**config.mk**
```make
export PLATFORM = sky130hd
export DESIGN_NAME = tetris_vga_render
export DESIGN_NICKNAME = d
export VERILOG_FILES = /design/src/rtl/tetris_vga_render.sv
export SDC_FILE = /design/constraint.sdc
export NUM_CORES = 1
export LEC_CHECK = 0
export ABC_CLOCK_PERIOD_IN_PS = 7930
export BUFFER_PORTS_ARGS = -buffer_cell sky130_fd_sc_hd__buf_4
export CORE_MARGIN = 3
export CORE_UTILIZATION = 40
export DETAILED_ROUTE_END_ITERATION = 6
export MAX_ROUTING_LAYER = met4
export PLACE_DENSITY = 0.64
export SYNTH_ARGS = -nofsm -noshare
export SYNTH_HDL_FRONTEND = slang
export SYNTH_SLANG_ARGS = --single-unit
```
**constraint.sdc**
```tcl
create_clock -name clk -period 7.93 [get_ports clk]
set_clock_uncertainty 0.1 [all_clocks]
set_input_delay 0.3965 -clock clk [delete_from_list [all_inputs] [get_ports clk]]
set_output_delay 0.3965 -clock clk [all_outputs]
set_load 0.01 [all_outputs]
```
**src/rtl/tetris_vga_render.sv**
```systemverilog
// 640x480@60 Hz VGA renderer for the 10x20 Tetris playfield.
// Takes a tear-free snapshot of the grid once per frame, during vertical blanking.
module tetris_vga_render #(
    parameter int PF_X0 = 240,
    parameter int PF_Y0 = 80
) (
    input  logic         clk,
    input  logic         reset_n,
    input  logic [199:0] grid_state,
    input  logic         game_over,
    output logic         vga_hs,
    output logic         vga_vs,
    output logic [3:0]   vga_r,
    output logic [3:0]   vga_g,
    output logic [3:0]   vga_b,
    output logic         frame_start
);

    localparam logic [9:0] H_VISIBLE    = 10'd640;
    localparam logic [9:0] H_SYNC_START = 10'd656;
    localparam logic [9:0] H_SYNC_END   = 10'd752;
    localparam logic [9:0] H_LAST       = 10'd799;
    localparam logic [9:0] V_VISIBLE    = 10'd480;
    localparam logic [9:0] V_SYNC_START = 10'd490;
    localparam logic [9:0] V_SYNC_END   = 10'd492;
    localparam logic [9:0] V_LAST       = 10'd524;

    localparam logic [9:0] PF_LEFT   = 10'(PF_X0);
    localparam logic [9:0] PF_RIGHT  = 10'(PF_X0 + 160);
    localparam logic [9:0] PF_TOP    = 10'(PF_Y0);
    localparam logic [9:0] PF_BOTTOM = 10'(PF_Y0 + 320);
    localparam logic [9:0] BD_LEFT   = 10'(PF_X0 - 8);
    localparam logic [9:0] BD_RIGHT  = 10'(PF_X0 + 168);
    localparam logic [9:0] BD_TOP    = 10'(PF_Y0 - 8);
    localparam logic [9:0] BD_BOTTOM = 10'(PF_Y0 + 328);

    localparam logic [11:0] RGB_BLACK = 12'h000;
    localparam logic [11:0] RGB_GREY  = 12'h222;
    localparam logic [11:0] RGB_WHITE = 12'hFFF;
    localparam logic [11:0] RGB_CYAN  = 12'h0FF;
    localparam logic [11:0] RGB_RED   = 12'hF00;

    typedef struct packed {
        logic        hs;
        logic        vs;
        logic [11:0] rgb;
    } vga_out_t;

    localparam vga_out_t OUT_IDLE = '{hs: 1'b1, vs: 1'b1, rgb: RGB_BLACK};

    logic         pix_en;
    logic [9:0]   h;
    logic [9:0]   v;
    logic [199:0] snap;
    logic         snap_go;
    vga_out_t     pix_next;
    vga_out_t     pix_q;

    logic         visible;
    logic         in_pf;
    logic         in_border;
    logic         snapshot;
    logic [7:0]   dx;
    logic [8:0]   dy;
    logic [3:0]   cell_c;
    logic [4:0]   cell_r;
    logic [7:0]   cell_idx;

    assign visible   = (h < H_VISIBLE) && (v < V_VISIBLE);
    assign in_pf     = (h >= PF_LEFT) && (h < PF_RIGHT) && (v >= PF_TOP) && (v < PF_BOTTOM);
    assign in_border = (h >= BD_LEFT) && (h < BD_RIGHT) && (v >= BD_TOP) && (v < BD_BOTTOM);
    assign snapshot  = pix_en && (h == 10'd0) && (v == V_VISIBLE);

    // Offsets are only meaningful inside the playfield, where they fit these widths.
    assign dx       = 8'(h - PF_LEFT);
    assign dy       = 9'(v - PF_TOP);
    assign cell_c   = dx[7:4];
    assign cell_r   = dy[8:4];
    assign cell_idx = {cell_r, 3'b000} + {2'b00, cell_r, 1'b0} + {4'b0000, cell_c};

    always_comb begin
        // NOTE: defaults first so every path assigns every field and no latch is inferred.
        pix_next     = OUT_IDLE;
        pix_next.hs  = !((h >= H_SYNC_START) && (h < H_SYNC_END));
        pix_next.vs  = !((v >= V_SYNC_START) && (v < V_SYNC_END));
        if (!visible) begin
            pix_next.rgb = RGB_BLACK;
        end else if (in_pf) begin
            if ((dx[3:0] == 4'hF) || (dy[3:0] == 4'hF)) begin
                pix_next.rgb = RGB_GREY;
            end else if (snap[cell_idx]) begin
                pix_next.rgb = snap_go ? RGB_RED : RGB_CYAN;
            end else begin
                pix_next.rgb = RGB_GREY;
            end
        end else if (in_border) begin
            pix_next.rgb = RGB_WHITE;
        end
    end

    // NOTE: non-blocking assignments so every register samples the pre-edge state.
    always_ff @(posedge clk) begin
        if (!reset_n) begin
            pix_en      <= 1'b0;
            h           <= '0;
            v           <= '0;
            // NOTE: snap is a plain register, not a memory, so it takes the reset too.
            snap        <= '0;
            snap_go     <= 1'b0;
            frame_start <= 1'b0;
            pix_q       <= OUT_IDLE;
        end else begin
            pix_en      <= !pix_en;
            frame_start <= snapshot;
            if (pix_en) begin
                pix_q <= pix_next;
                if (h == H_LAST) begin
                    h <= '0;
                    v <= (v == V_LAST) ? 10'd0 : v + 10'd1;
                end else begin
                    h <= h + 10'd1;
                end
                if (snapshot) begin
                    snap    <= grid_state;
                    snap_go <= game_over;
                end
            end
        end
    end

    assign vga_hs = pix_q.hs;
    assign vga_vs = pix_q.vs;
    assign vga_r  = pix_q.rgb[11:8];
    assign vga_g  = pix_q.rgb[7:4];
    assign vga_b  = pix_q.rgb[3:0];

endmodule

```
==> results.md <==
* Status: finished clean
* DRC viols at 0
* Post-CTS sizing at 0
* Hold path depth at 3
* Area grow syn2layout at 22.26%
* Final Util at roughly half
* Post-synth EDFFs at 0
* R2r endpoint: vga_r[2]
* Die footprint at between 30000 and 40000 um2
* Vias in the first global route at just under 9000
* TritonCTS clock tree: yes
* Post-synth top area share at between 40% and 50%
* CTS max path bufs at 3
* Clock H-tree levels at 1
* Vias/cell at ~5
* GRT Overall Usage at a little under a fifth
* Clk pwr share at between 50% and 60%
* Via count at between 9000 and 10000
* Global-route wire length before repair at ~47000 um
* Reg2Reg Setup Slack at ~2.6 ns
* FF+latch count, synth at ~230
* Seq/Total Area, Yosys at approximately two fifths
* Seq pwr share at around 46%
* Clock transition at path regs at about 0.060 ns
* Initial DRC Count at between 600 and 700
* Power Dens Cells at about 180 nW/um2
* I/O pins at between 200 and 250
* Initial antenna violation count at 0
* FF+latch area at ~4600 um2
* Post-DR wirelength/cell at roughly 16 um
* Postcts setup bufs at 0
* Slew headroom at a little over a quarter
* Critical-path maximum fanout at 26
* Max cap viols at 0
* Hold crit path type: in -> reg
* Combinational share of power at 4.5%
* Post-DP HPWL at 20710 um
* Type of origin of the critical path: register
* RR Startpoint: h[4]
* Post-DRT Antenna Nets at 0
* CP required at 8.22 ns
* Layout cells sized above 1 at a little over a fifth
* Num CTS Buffers at 26
* Worst reg-to-reg path cell count at 14
* Dominant cell type by area after synthesis: dfxtp_1
* Hold Slack at around 0.025 ns
* Net count reported at finish at about 1600
* Worst vdd ir at between 0.0001 and 0.00015 V
* Antenna Cells at 0
* Tmin final at ~5.3 ns
* Power Internal at 2.017 mW
* PnR Total Power at approximately 2.5 mW
* Hold_sp: grid_state[113]
* Total core area at 27330 um2
* Synth area leaders: dfxtp_1 (41%), nand2_1 (14%), a21boi_0 (11%), mux4_2 (5.0%), mux4_1 (4.7%)
* Synthesized area at 11300 um2
* Final Cell Area at between 10000 and 15000 um2
* Leak Pwr at ~5.3 nW
* Fmax at between 150 and 200 MHz
* Unrepaired setup endpoints after global routing: false
* Die Height at ~170 um
* Worst EP arrival at 5.58 ns
* Slowest CP cell: ha_2
* CP Cell Sequence: buf_4 > inv_1 > ha_1 > ha_4 > ha_2 > buf_4 > mux4_2 > and2_0 > a211oi_1 > a211oi_1 > or3_1 > a32oi_2 > o32a_1 > o31ai_1
* Multi-input gate area at ~6100 um2
* Fin crit share at between 60% and 70%
* Synth Instances at roughly 1300
* Syn nets at 1501
* Die width at 174.1 um
* Starting density of the core at between 40% and 50%
* CP bufs+invs at 3
* I/O Buffers at 217
* CTS Sinks at 229
* Rows at 60
* Fillers at 2677
* Endpoints failing hold at 0
* Hold endpoint: snap[113]
* Worst setup EP type: register
* Gr ovfl total at 0
* Predominant post-synthesis flop cell: dfxtp_1
* Critical path's top delay family: adder cells
* Placed Area at 12870 um2
* Post-synthesis async set-or-reset flop share at 0%
* Pin count of the biggest net entering global routing at about 110
* Clock Latency Late Sink at 0.53 ns
* Tightest Pin Transition at roughly 1.1 ns
* Final WL at about 29000 um
* Detailed-router iteration count before antenna repair at 7
* Avg Cell Area, Syn at a little under 9 um2
* Setup_tns at 0 ns
* Crit path kind: reg -> reg
* Gpl congestion at approximately 0.90
* Yosys warning count at 0
* Final setup viols at 0
* Root buf cell: clkbuf_16
* Synth unique cells at 65
* Fin. max-slew vios at 0
* CP peak stage delay at slightly below 0.7 ns
* Switching Power at a little over 500 uW
* Net Sw Frac at between 20% and 30%
==> worst reg2reg max path: cells and delay by family (launching register included) <==
kind	cells	cell delay (ns)
flip-flops	1	0.61
AND/OR/NAND/NOR	2	0.54
adder cells (fa/ha/maj)	3	1.29
multiplexers	1	0.55
AO/OA/AOI/OAI	5	0.85
buffers and inverters	3	1.22
==> layout by cell type (no fill, tap or decap), types with 11 or more instances in the layout <==
| cell | synthesis | layout |
|---|---|---|
| ha_1 | 23 | 21 |
| xnor2_1 | 11 | 11 |
| mux4_1 | 20 | 20 |
| mux4_2 | 25 | 25 |
| a211oi_1 | 12 | 12 |
| a21oi_1 | 17 | 17 |
| nand3_1 | 15 | 15 |
| buf_4 | 12 | 224 |
| a21boi_1 | 37 | 37 |
| inv_1 | 17 | 17 |
| xor2_1 | 16 | 16 |
| clkbuf_16 | 0 | 26 |
| a21boi_0 | 164 | 164 |
| nand2_1 | 431 | 431 |
| mux2i_1 | 26 | 26 |
| dfxtp_1 | 229 | 228 |
| nor2_1 | 27 | 27 |
==> routing by layer <==
layer / wire [um] / GRT usage [%] / vias to the layer above
met3: 1503 / 2.709 / 32
met2: 13520 / 30.32 / 230
met4: 437 / 3.753 / 0
met1: 13720 / 26.45 / 4205
met5: 0 / - / -
li1: - / - / 4625
==> area by class of cell <==
type,instances,share of cell area (%)
Sequential cell,229,33.19
Inverter,17,0.4619
Clock buffer,38,5.688
Timing Repair Buffer,225,12.25
Clock inverter,10,1.051
Tap cell,372,3.369
Multi-Input combinational cell,920,43.99
==> worst max-delay path by stage <==
| stage | endpoint | cells past startpoint | start |
|---|---|---|---|
| floorplan | vga_g[3] | 15 | v[5] |
| global placement | vga_g[3] | 14 | h[4] |
| detailed placement | vga_g[3] | 14 | h[4] |
| CTS | vga_g[3] | 14 | h[4] |
| global route | vga_g[3] | 14 | h[4] |
| finish | vga_r[2] | 14 | h[4] |
==> power by group through the flow <==
stage / clock, mW / sequential [mW] / combinational, mW
CTS: 1.29 / 1.15 / 0.114
global placement: 0 / 1.18 / 0.112
global route: 1.34 / 1.15 / 0.123
detailed placement: 0 / 1.18 / 0.113
finish: 1.27 / 1.15 / 0.113
floorplan: 0 / 1.18 / 0.0312
==> repair_timing <==
item                                    in CTS  in global routing
endpoints found under the setup margin       0                  0
hold endpoints to repair                     1                  0
hold buffers                                 1                  0
==> Yosys cell counts (3+ instances only) <==
master      n
nand2_1   431
buf_6       4
and3_1      3
nor3_1      8
o21ai_1     3
buf_2      47
nor2_1     27
clkbuf_1   37
dfxtp_1   229
xor2_1     16
mux4_2     25
nor2b_1     9
mux4_1     20
o21ai_0     9
nor4_1      4
a211oi_1   12
or3_1       4
ha_1       23
mux2i_1    26
nand4_1     6
nand4b_1    3
a21boi_0  164
inv_1      17
a21boi_1   37
nand3_1    15
a22oi_1     5
and2_1      5
buf_4      12
xnor2_1    11
a21oi_1    17
a21o_1      3
==> cell families after synthesis <==
logic type,after synthesis,share of synthesized area (%)
buffers and inverters,124,5.869
xor gates and xnor gates,27,2.093
muxes,71,11.94
adders and majority gates,25,2.901
AOI/OAI and AO/OA,270,17.55
and+or+nand+nor,527,19.08
DFF,229,40.57
==> sequential cells by signal, summed over array words and instances (netlist names), 2 cells and up <==
signal  count
snap      200
vga_g       2
vga_r       2
h          10
v          10
==> per-stage QoR <==
step / instances / worst slack (ns)
detailed placement: 1762 / 2.646
finish: 1811 / 2.641
global placement: 1762 / 2.746
floorplan: 1273 / 3.910
global route: 1811 / 2.266
CTS: 1811 / 2.593
Note: power is estimated with default switching activity, not from simulation.
